**config.mk**
```make
export PLATFORM = sky130hd
export DESIGN_NAME = cbus_cmd_master
export DESIGN_NICKNAME = d
export VERILOG_FILES = /design/src/rtl/cbus_pkg.sv /design/src/rtl/cbus_cmd_master.sv
export SDC_FILE = /design/constraint.sdc
export NUM_CORES = 1
export LEC_CHECK = 0
export BUFFER_PORTS_ARGS = -buffer_cell sky130_fd_sc_hd__buf_2
export CELL_PAD_IN_SITES_DETAIL_PLACEMENT = 1
export CELL_PAD_IN_SITES_GLOBAL_PLACEMENT = 1
export CORE_UTILIZATION = 35
export DETAILED_ROUTE_END_ITERATION = 8
export GPL_ROUTABILITY_DRIVEN = 0
export GPL_TIMING_DRIVEN = 0
export PLACE_DENSITY = 0.84
export SYNTH_ARGS = -nofsm -noshare
export SYNTH_HDL_FRONTEND = slang
export SYNTH_SLANG_ARGS = --single-unit
```
**constraint.sdc**
```tcl
create_clock -name clk -period 2.3 [get_ports clk]
set_input_delay 0.345 -clock clk [delete_from_list [all_inputs] [get_ports clk]]
set_output_delay 0.345 -clock clk [all_outputs]
set_load 0.005 [all_outputs]
```
**src/rtl/cbus_pkg.sv**
```systemverilog
// Shared cbus definitions: AXI-Lite response codes, default protection bits
// and the command-master FSM state encoding.
package cbus_pkg;

  localparam logic [1:0] RESP_OKAY    = 2'b00;
  localparam logic [1:0] RESP_SLVERR  = 2'b10;
  localparam logic [2:0] PROT_DEFAULT = 3'b000;

  typedef enum logic [2:0] {
    IDLE  = 3'd0,
    WADDR = 3'd1,
    WRESP = 3'd2,
    RADDR = 3'd3,
    RDATA = 3'd4,
    RESP  = 3'd5
  } cmd_state_t;

endpackage

```
**src/rtl/cbus_cmd_master.sv**
```systemverilog
// Single-outstanding AXI-Lite master: one command in, one full cbus
// transaction out, one response back. Hung transactions are cut off by an
// optional timeout that reports SLVERR with rsp_timeout set.
//
// Handshakes: every valid/ready pair transfers on a rising edge where both
// are high; a valid, once raised, holds its payload stable until that edge
// and never depends combinationally on the matching ready.
module cbus_cmd_master
  import cbus_pkg::*;
#(
  parameter int ADDR_WIDTH = 32,
  parameter int DATA_WIDTH = 32,
  parameter int TIMEOUT    = 256
) (
  input  logic                    clk,
  input  logic                    rstn,
  // command stream
  input  logic                    cmd_valid,
  output logic                    cmd_ready,
  input  logic                    cmd_write,
  input  logic [ADDR_WIDTH-1:0]   cmd_addr,
  input  logic [DATA_WIDTH-1:0]   cmd_wdata,
  input  logic [DATA_WIDTH/8-1:0] cmd_wstrb,
  // response stream
  output logic                    rsp_valid,
  input  logic                    rsp_ready,
  output logic [DATA_WIDTH-1:0]   rsp_rdata,
  output logic [1:0]              rsp_resp,
  output logic                    rsp_timeout,
  // cbus write address
  output logic [ADDR_WIDTH-1:0]   cbus_awaddr,
  output logic [2:0]              cbus_awprot,
  output logic                    cbus_awvalid,
  input  logic                    cbus_awready,
  // cbus write data
  output logic [DATA_WIDTH-1:0]   cbus_wdata,
  output logic [DATA_WIDTH/8-1:0] cbus_wstrb,
  output logic                    cbus_wvalid,
  input  logic                    cbus_wready,
  // cbus write response
  input  logic [1:0]              cbus_bresp,
  input  logic                    cbus_bvalid,
  output logic                    cbus_bready,
  // cbus read address
  output logic [ADDR_WIDTH-1:0]   cbus_araddr,
  output logic [2:0]              cbus_arprot,
  output logic                    cbus_arvalid,
  input  logic                    cbus_arready,
  // cbus read data
  input  logic [DATA_WIDTH-1:0]   cbus_rdata,
  input  logic [1:0]              cbus_rresp,
  input  logic                    cbus_rvalid,
  output logic                    cbus_rready,
  // current FSM state, for observation only
  output logic [2:0]              dbg_state
);

  localparam int  STRB_W = DATA_WIDTH / 8;
  localparam bit  TO_EN  = (TIMEOUT != 0);
  localparam int  CNT_W  = (TIMEOUT > 0 && $clog2(TIMEOUT + 1) > 1) ? $clog2(TIMEOUT + 1) : 1;
  // The counter reads k-1 in the k-th busy cycle. Forcing the transition in
  // busy cycle TIMEOUT-1 puts rsp_valid up TIMEOUT cycles after accept, the
  // same counting that gives the 3-cycle zero-wait latency.
  localparam logic [CNT_W-1:0] CNT_HIT = CNT_W'((TIMEOUT > 1) ? (TIMEOUT - 2) : 0);

  cmd_state_t              state_q, state_d;
  logic                    awvalid_q, awvalid_d;
  logic                    wvalid_q, wvalid_d;
  logic                    arvalid_q, arvalid_d;
  logic                    bready_q, bready_d;
  logic                    rready_q, rready_d;
  logic                    aw_done_q, aw_done_d;
  logic                    w_done_q, w_done_d;
  logic [ADDR_WIDTH-1:0]   awaddr_q, awaddr_d;
  logic [ADDR_WIDTH-1:0]   araddr_q, araddr_d;
  logic [DATA_WIDTH-1:0]   wdata_q, wdata_d;
  logic [STRB_W-1:0]       wstrb_q, wstrb_d;
  logic                    rsp_valid_q, rsp_valid_d;
  logic [DATA_WIDTH-1:0]   rsp_rdata_q, rsp_rdata_d;
  logic [1:0]              rsp_resp_q, rsp_resp_d;
  logic                    rsp_timeout_q, rsp_timeout_d;
  logic [CNT_W-1:0]        cnt_q, cnt_d;

  logic busy;
  logic to_hit;
  logic aw_fire, w_fire, aw_now, w_now;

  // Next-state and next-output decode for the command FSM and timeout counter.
  always_comb begin
    state_d       = state_q;
    awvalid_d     = awvalid_q;
    wvalid_d      = wvalid_q;
    arvalid_d     = arvalid_q;
    bready_d      = bready_q;
    rready_d      = rready_q;
    aw_done_d     = aw_done_q;
    w_done_d      = w_done_q;
    awaddr_d      = awaddr_q;
    araddr_d      = araddr_q;
    wdata_d       = wdata_q;
    wstrb_d       = wstrb_q;
    rsp_valid_d   = rsp_valid_q;
    rsp_rdata_d   = rsp_rdata_q;
    rsp_resp_d    = rsp_resp_q;
    rsp_timeout_d = rsp_timeout_q;
    cnt_d         = cnt_q;

    busy    = (state_q == WADDR) || (state_q == WRESP) ||
              (state_q == RADDR) || (state_q == RDATA);
    to_hit  = TO_EN && busy && (cnt_q == CNT_HIT);
    aw_fire = awvalid_q && cbus_awready;
    w_fire  = wvalid_q && cbus_wready;
    aw_now  = aw_done_q || aw_fire;
    w_now   = w_done_q || w_fire;

    if (TO_EN && busy) cnt_d = cnt_q + CNT_W'(1);

    case (state_q)
      IDLE: begin
        if (cmd_valid) begin
          cnt_d     = '0;
          aw_done_d = 1'b0;
          w_done_d  = 1'b0;
          if (cmd_write) begin
            awaddr_d  = cmd_addr;
            wdata_d   = cmd_wdata;
            wstrb_d   = cmd_wstrb;
            awvalid_d = 1'b1;
            wvalid_d  = 1'b1;
            state_d   = WADDR;
          end else begin
            araddr_d  = cmd_addr;
            arvalid_d = 1'b1;
            state_d   = RADDR;
          end
        end
      end
      WADDR: begin
        // AW and W complete independently; each valid drops after its own beat.
        if (aw_fire) begin
          awvalid_d = 1'b0;
          aw_done_d = 1'b1;
        end
        if (w_fire) begin
          wvalid_d = 1'b0;
          w_done_d = 1'b1;
        end
        if (aw_now && w_now) begin
          bready_d = 1'b1;
          state_d  = WRESP;
        end
      end
      WRESP: begin
        if (cbus_bvalid) begin
          bready_d      = 1'b0;
          rsp_valid_d   = 1'b1;
          rsp_rdata_d   = '0;
          rsp_resp_d    = cbus_bresp;
          rsp_timeout_d = 1'b0;
          state_d       = RESP;
        end
      end
      RADDR: begin
        if (cbus_arready) begin
          arvalid_d = 1'b0;
          rready_d  = 1'b1;
          state_d   = RDATA;
        end
      end
      RDATA: begin
        if (cbus_rvalid) begin
          rready_d      = 1'b0;
          rsp_valid_d   = 1'b1;
          rsp_rdata_d   = cbus_rdata;
          rsp_resp_d    = cbus_rresp;
          rsp_timeout_d = 1'b0;
          state_d       = RESP;
        end
      end
      RESP: begin
        if (rsp_ready) begin
          rsp_valid_d = 1'b0;
          state_d     = IDLE;
        end
      end
      default: state_d = IDLE;
    endcase

    // Timeout beats any slave beat in the same cycle and abandons the bus.
    if (to_hit) begin
      awvalid_d     = 1'b0;
      wvalid_d      = 1'b0;
      arvalid_d     = 1'b0;
      bready_d      = 1'b0;
      rready_d      = 1'b0;
      rsp_valid_d   = 1'b1;
      rsp_rdata_d   = '0;
      rsp_resp_d    = RESP_SLVERR;
      rsp_timeout_d = 1'b1;
      state_d       = RESP;
    end
  end

  // State and registered outputs; everything clears on async reset.
  always_ff @(posedge clk or negedge rstn) begin
    if (!rstn) begin
      state_q       <= IDLE;
      awvalid_q     <= 1'b0;
      wvalid_q      <= 1'b0;
      arvalid_q     <= 1'b0;
      bready_q      <= 1'b0;
      rready_q      <= 1'b0;
      aw_done_q     <= 1'b0;
      w_done_q      <= 1'b0;
      awaddr_q      <= '0;
      araddr_q      <= '0;
      wdata_q       <= '0;
      wstrb_q       <= '0;
      rsp_valid_q   <= 1'b0;
      rsp_rdata_q   <= '0;
      rsp_resp_q    <= '0;
      rsp_timeout_q <= 1'b0;
      cnt_q         <= '0;
    end else begin
      state_q       <= state_d;
      awvalid_q     <= awvalid_d;
      wvalid_q      <= wvalid_d;
      arvalid_q     <= arvalid_d;
      bready_q      <= bready_d;
      rready_q      <= rready_d;
      aw_done_q     <= aw_done_d;
      w_done_q      <= w_done_d;
      awaddr_q      <= awaddr_d;
      araddr_q      <= araddr_d;
      wdata_q       <= wdata_d;
      wstrb_q       <= wstrb_d;
      rsp_valid_q   <= rsp_valid_d;
      rsp_rdata_q   <= rsp_rdata_d;
      rsp_resp_q    <= rsp_resp_d;
      rsp_timeout_q <= rsp_timeout_d;
      cnt_q         <= cnt_d;
    end
  end

  assign cmd_ready    = (state_q == IDLE);
  assign rsp_valid    = rsp_valid_q;
  assign rsp_rdata    = rsp_rdata_q;
  assign rsp_resp     = rsp_resp_q;
  assign rsp_timeout  = rsp_timeout_q;
  assign cbus_awaddr  = awaddr_q;
  assign cbus_awprot  = PROT_DEFAULT;
  assign cbus_awvalid = awvalid_q;
  assign cbus_wdata   = wdata_q;
  assign cbus_wstrb   = wstrb_q;
  assign cbus_wvalid  = wvalid_q;
  assign cbus_bready  = bready_q;
  assign cbus_araddr  = araddr_q;
  assign cbus_arprot  = PROT_DEFAULT;
  assign cbus_arvalid = arvalid_q;
  assign cbus_rready  = rready_q;
  assign dbg_state    = state_q;

endmodule

```
== After elaboration in Yosys (flattened, before gate mapping) ==
Cells that the tools add are included.

* Output and inout port bits: 151
* Word-level logic and storage cells: 120
* Register bits after elaboration: 155
* Input port bits: 114

* Add/subtract/negate cells: 1
* Reduce and logical (&&, ||, !) cells: 29
* Equal/unequal tests: 19
* Bitwise logic cells: 1
* Mux-type cells: 53

{| class="wikitable"
|+ Operators with widths
! operator !! count
|-
| $mux 32 || 3
|-
| $pmux 32 s2 || 1
|-
| $mux 9 || 3
|-
| $mux 1 || 24
|-
| $mux 3 || 7
|-
| $reduce_and 3->1 || 7
|-
| $ne 3x3->1 const B || 6
|-
| $pmux 3 s6 || 1
|-
| $pmux 1 s2 || 8
|-
| $reduce_and 4->1 || 4
|-
| $reduce_bool 3->1 || 5
|-
| $add 9x1->9 const B || 1
|-
| $eq 9x8->1 const B || 1
|-
| $ne 3x2->1 const B || 3
|-
| $mux 2 || 4
|-
| $eq 3x2->1 const B || 2
|-
| $eq 3x3->1 const B || 2
|-
| $ne 2x2->1 const B || 3
|-
| $reduce_and 6->1 || 1
|-
| $logic_or 1x1->1 || 5
|-
| $logic_and 1x1->1 || 4
|-
| $pmux 2 s2 || 1
|-
| $reduce_bool 4->1 || 1
|-
| $eq 3x1->1 const B || 1
|-
| other kinds (5) || 5
|}

== Longest topological paths before layout ==
* Word-level depth: 7
* Depth in mapped cells: 8
* Mapped depth without buffers: 6

== Worst setup path before layout ==
No wires, ideal clock.

* Path kind: reg2reg
* From: register state_q[2], in the netlist dbg_state[2]
* To: register araddr_q[10], in the netlist cbus_araddr[10]
* Data arrival time: 1,709 ps
* Required time: 2,175 ps
* Path slack: 466 ps
* Buffers on the path: 3
* Stages on the path, launching flop included: 7
* Period minus slack after synthesis: 1,834 ps
* Setup time: 125 ps
* Cells stage by stage: dfrtp_1 -> buf_2 -> nor3_4 -> and3_1 -> buf_2 -> buf_2 -> mux2_2

* Longest elaborated chain between the ends: 2

{| class="wikitable"
|+ Ends and longest elaborated chain
! what !! line !! RTL
|-
| start: declaration || cbus_cmd_master.sv:66 || <nowiki>cmd_state_t state_q, state_d;</nowiki>
|-
| start signal: assignment || cbus_cmd_master.sv:225 || <nowiki>state_q <= state_d;</nowiki>
|-
| $logic_not 3->1 || - ||
|-
| named net cmd_ready || cbus_cmd_master.sv:19 || <nowiki>output logic cmd_ready,</nowiki>
|-
| $reduce_and 3->1 (no source line) || - ||
|-
| end signal: assignment || cbus_cmd_master.sv:234 || <nowiki>araddr_q <= araddr_d;</nowiki>
|-
| end: declaration || cbus_cmd_master.sv:75 || <nowiki>logic [ADDR_WIDTH-1:0] araddr_q, araddr_d;</nowiki>
|}

The timed path passes the listed nets, and every way through them passes these cells.
A chain may end at the register's enable or synchronous reset.

== Worst setup path in the final report ==
* From: register state_q[2], in the netlist dbg_state[2]
* To: register araddr_q[29], in the netlist cbus_araddr[29]

* Longest elaborated chain between the ends: 2

{| class="wikitable"
|+ Ends and longest elaborated chain
! what !! line !! RTL
|-
| $logic_not 3->1 || cbus_cmd_master.sv:118 || <nowiki>case (state_q)</nowiki>
|-
| $reduce_and 3->1 (no source line) || - ||
|}

Every way passes these cells.

==> reports/qor.yml <==
slew_violations: 0
synth-seq-cells: 155
syn-cell-area_um2: 6420
endpoint: "cbus_araddr[29]$_DFFE_PN0P_"
swShare_pct: 33.5
synth_top_flop_cell: "dfrtp_1"
layout_common_cells: "buf_2 (270), dfrtp_1 (155), mux2_2 (98)"
drc_errors: 0
wl_mm: 17.2
syn_avg_cell_area_um2: 12.7
final_layout_size_suffix_gt1_share_pct: 53.7
dpl.cell_count: 998
crit_buf_inv: 3
final_common_cell: "buf_2"
cp_top_family: "buffers and inverters"
synthToLayoutAreaGrowth_pct: 35.1
cts_buffers: 17
pin_count: 265
tightest_slew_ps: 553
start_util_pct: 35.7
cts_tree: "yes"
worstPathArrival_ps: 2490
hp-class: "in -> reg"
ys_seq_area_share_pct: 60.4
fp-row-count: 49
relSlewSlack_pct: 63.1
hold_viol: 0
cp-start-kind: "register"
switchingPower_mw: 4.06
fp.coreArea_um2: 18000
drt_iter0_markers: 136
synth_edf_count: 0
hpwlAfterDp_mm: 13.1
grt_pass1_wl_mm: 26.5
crit_start: "dbg_state[2]$_DFFE_PN0P_"
r2r_end: "cbus_araddr[29]$_DFFE_PN0P_"
hold_path_depth: 2
setup_viol: 0
fin_skew_ps: 10.9
power_frac_clock_pct: 23.8
dr_total_vias: 4905
overflow: 0
crit_type: "reg -> reg"
die_w_um: 137
maxCapViolCount: 0
wl_per_cell_um: 16.7
cts_resized: 0
yosysWarnings: 0
clk_pin_slew_ps: 60
r2r_cells: 6
num_antenna_cells: 0
grt_max_degree: 87
post-route-period-util_pct: 95.4
comb_power_share_pct: 37.1
leakage_nw: 4.32
fin_nets: 905
port-buffer-count: 258
min_period_ps: 2190
crit_path_end_kind: "register"
first_pass_iters: 4
grt_usage_pct: 18.3
cp_cell_sequence: "buf_2 > nor3_4 > and3_1 > buf_2 > buf_2 > mux2_2"
total_power_mw: 12.1
rsz0062_at_grt: "false"
cp_max_fo: 10
p_int_mw: 8.08
fin_cells: 1031
crit_slowest_cell: "dfrtp_1"
ir_drop_mv: 0.540
ys_types: 53
via_per_inst: 4.76
async_flop_share_pct: 100
insertion_delay_ps: 410
die_area_um2: 18900
seq_power_share_pct: 39.1
max_stage_delay_ps: 380
cts.sinks: 155
cts.root.buffer_cell: "clkbuf_16"
r2r-start: "dbg_state[2]$_DFFE_PN0P_"
die_height_um: 137
grt_pass1_vias: 5179
crit_path_frequent_cell: "buf_2"
crit_cells: 6
htreeDepth: 4
clock.fmax_ghz: 0.456
powerDensity_nw_per_um2: 1400
status: "completed"
antenna_left: 0
antenna_found_initial: 0
syn-instance-count: 505
regToRegSetupSlack_ps: 110
required_ps: 2600
clock_path_buffers: 2
worst min-delay path by stage:
| stage | from | endpoint | slack [ps] |
|---|---|---|---|
| CTS | cmd_wdata[4] | cbus_wdata[4]$_DFFE_PN0P_ | 130 |
| finish | cmd_wdata[4] | cbus_wdata[4]$_DFFE_PN0P_ | 150 |
| global route | cmd_wdata[2] | cbus_wdata[2]$_DFFE_PN0P_ | 140 |
| detailed placement | rstn | cbus_awaddr[19]$_DFFE_PN0P_ | 350 |
| floorplan | rstn | aw_done_q$_DFFE_PN0P_ | 50 |
| global placement | rsp_resp[1]$_DFFE_PN0P_ | rsp_resp[1]$_DFFE_PN0P_ | 460 |
logic make-up after synthesis:
kind of cell / synth area share, %
other: 0.0584
buffers and inverters: 4.05
DFF: 60.4
and+or+nand+nor: 9.16
muxes: 18.4
AOI/OAI and AO/OA: 6.61
adders and majority gates: 0.390
xor gates and xnor gates: 0.955
Yosys cell counts, types with 2 or more instances:
cell type | n | area [um2]
dfrtp_1 | 155 | 3880
mux2_2 | 98 | 1100
nand2_1 | 78 | 293
o21ai_0 | 39 | 195
nor2_1 | 14 | 52.6
buf_2 | 13 | 65.1
a21oi_1 | 11 | 55.1
buf_4 | 8 | 60.1
buf_6 | 8 | 90.1
clkbuf_1 | 7 | 26.3
nor3_1 | 6 | 30.0
inv_1 | 5 | 18.8
mux2_1 | 5 | 56.3
a31oi_1 | 4 | 25.0
o21ai_1 | 4 | 20.0
xnor2_1 | 4 | 35.0
nand3_1 | 3 | 15.0
xor2_1 | 3 | 26.3
a211oi_1 | 2 | 15.0
ha_1 | 2 | 25.0
mux2i_1 | 2 | 20.0
nor2_4 | 2 | 22.5
or3_1 | 2 | 12.5
metrics by stage:
step | hold WS (ps) | utilization (%) | setup TNS (ps) | setup WS, ps | instance area (um2)
floorplan | 49.4 | - | 0 | 466 | 6440
global placement | 456 | 44.6 | -233020 | -1510 | 8020
detailed placement | 347 | 44.8 | 0 | 105 | 8060
CTS | 132 | 48.3 | 0 | 88.7 | 8680
global route | 137 | 48.3 | 0 | 2.51 | 8680
finish | 149 | 48.3 | 0 | 106 | 8680
state kept, by name, indices dropped and copies added, names as in the netlist:
signal / cells
cbus_awvalid: 1
cnt_q: 9
rsp_resp: 2
rsp_timeout: 1
cbus_bready: 1
rsp_rdata: 32
dbg_state: 3
cbus_arvalid: 1
cbus_awaddr: 32
cbus_araddr: 32
w_done_q: 1
aw_done_q: 1
cbus_wvalid: 1
cbus_wstrb: 4
cbus_rready: 1
rsp_valid: 1
cbus_wdata: 32
power groups by stage:
stage | logic [mW] | clock network [mW] | registers [mW]
finish | 4.51 | 2.89 | 4.75
global route | 5.03 | 3.09 | 4.95
CTS | 4.62 | 2.98 | 4.77
detailed placement | 4.60 | 0 | 4.81
global placement | 4.42 | 0 | 4.71
floorplan | 2.31 | 0 | 4.87
timing repair:
action,4_1_cts,5_1_grt
setup endpoints to repair,0,0
buffers inserted,0,0
hold endpoints to repair,69,0
hold buffers,1,0
cell type report:
| cell class | instances | area, um2 |
|---|---|---|
| inverters | 5 | 18.8 |
| multi-input cells | 314 | 2300 |
| clock inverters | 12 | 164 |
| well taps | 229 | 287 |
| flip-flops and latches | 155 | 3880 |
| clock buffers | 20 | 447 |
| repair buffers | 260 | 1340 |
| fillers | 2036 | 9290 |
| plain buffers | 36 | 241 |
metal layers:
metal  GRT usage, %  up-vias  part of all wire [%]
met1           21.0     2407                    40
met3           4.34       29                   6.1
met2           32.5      169                    52
met4           7.63        0                   2.2
met5              0        -                     0
li1               -     2300                     -
No activity file was read; power rests on OpenSTA's default activity.
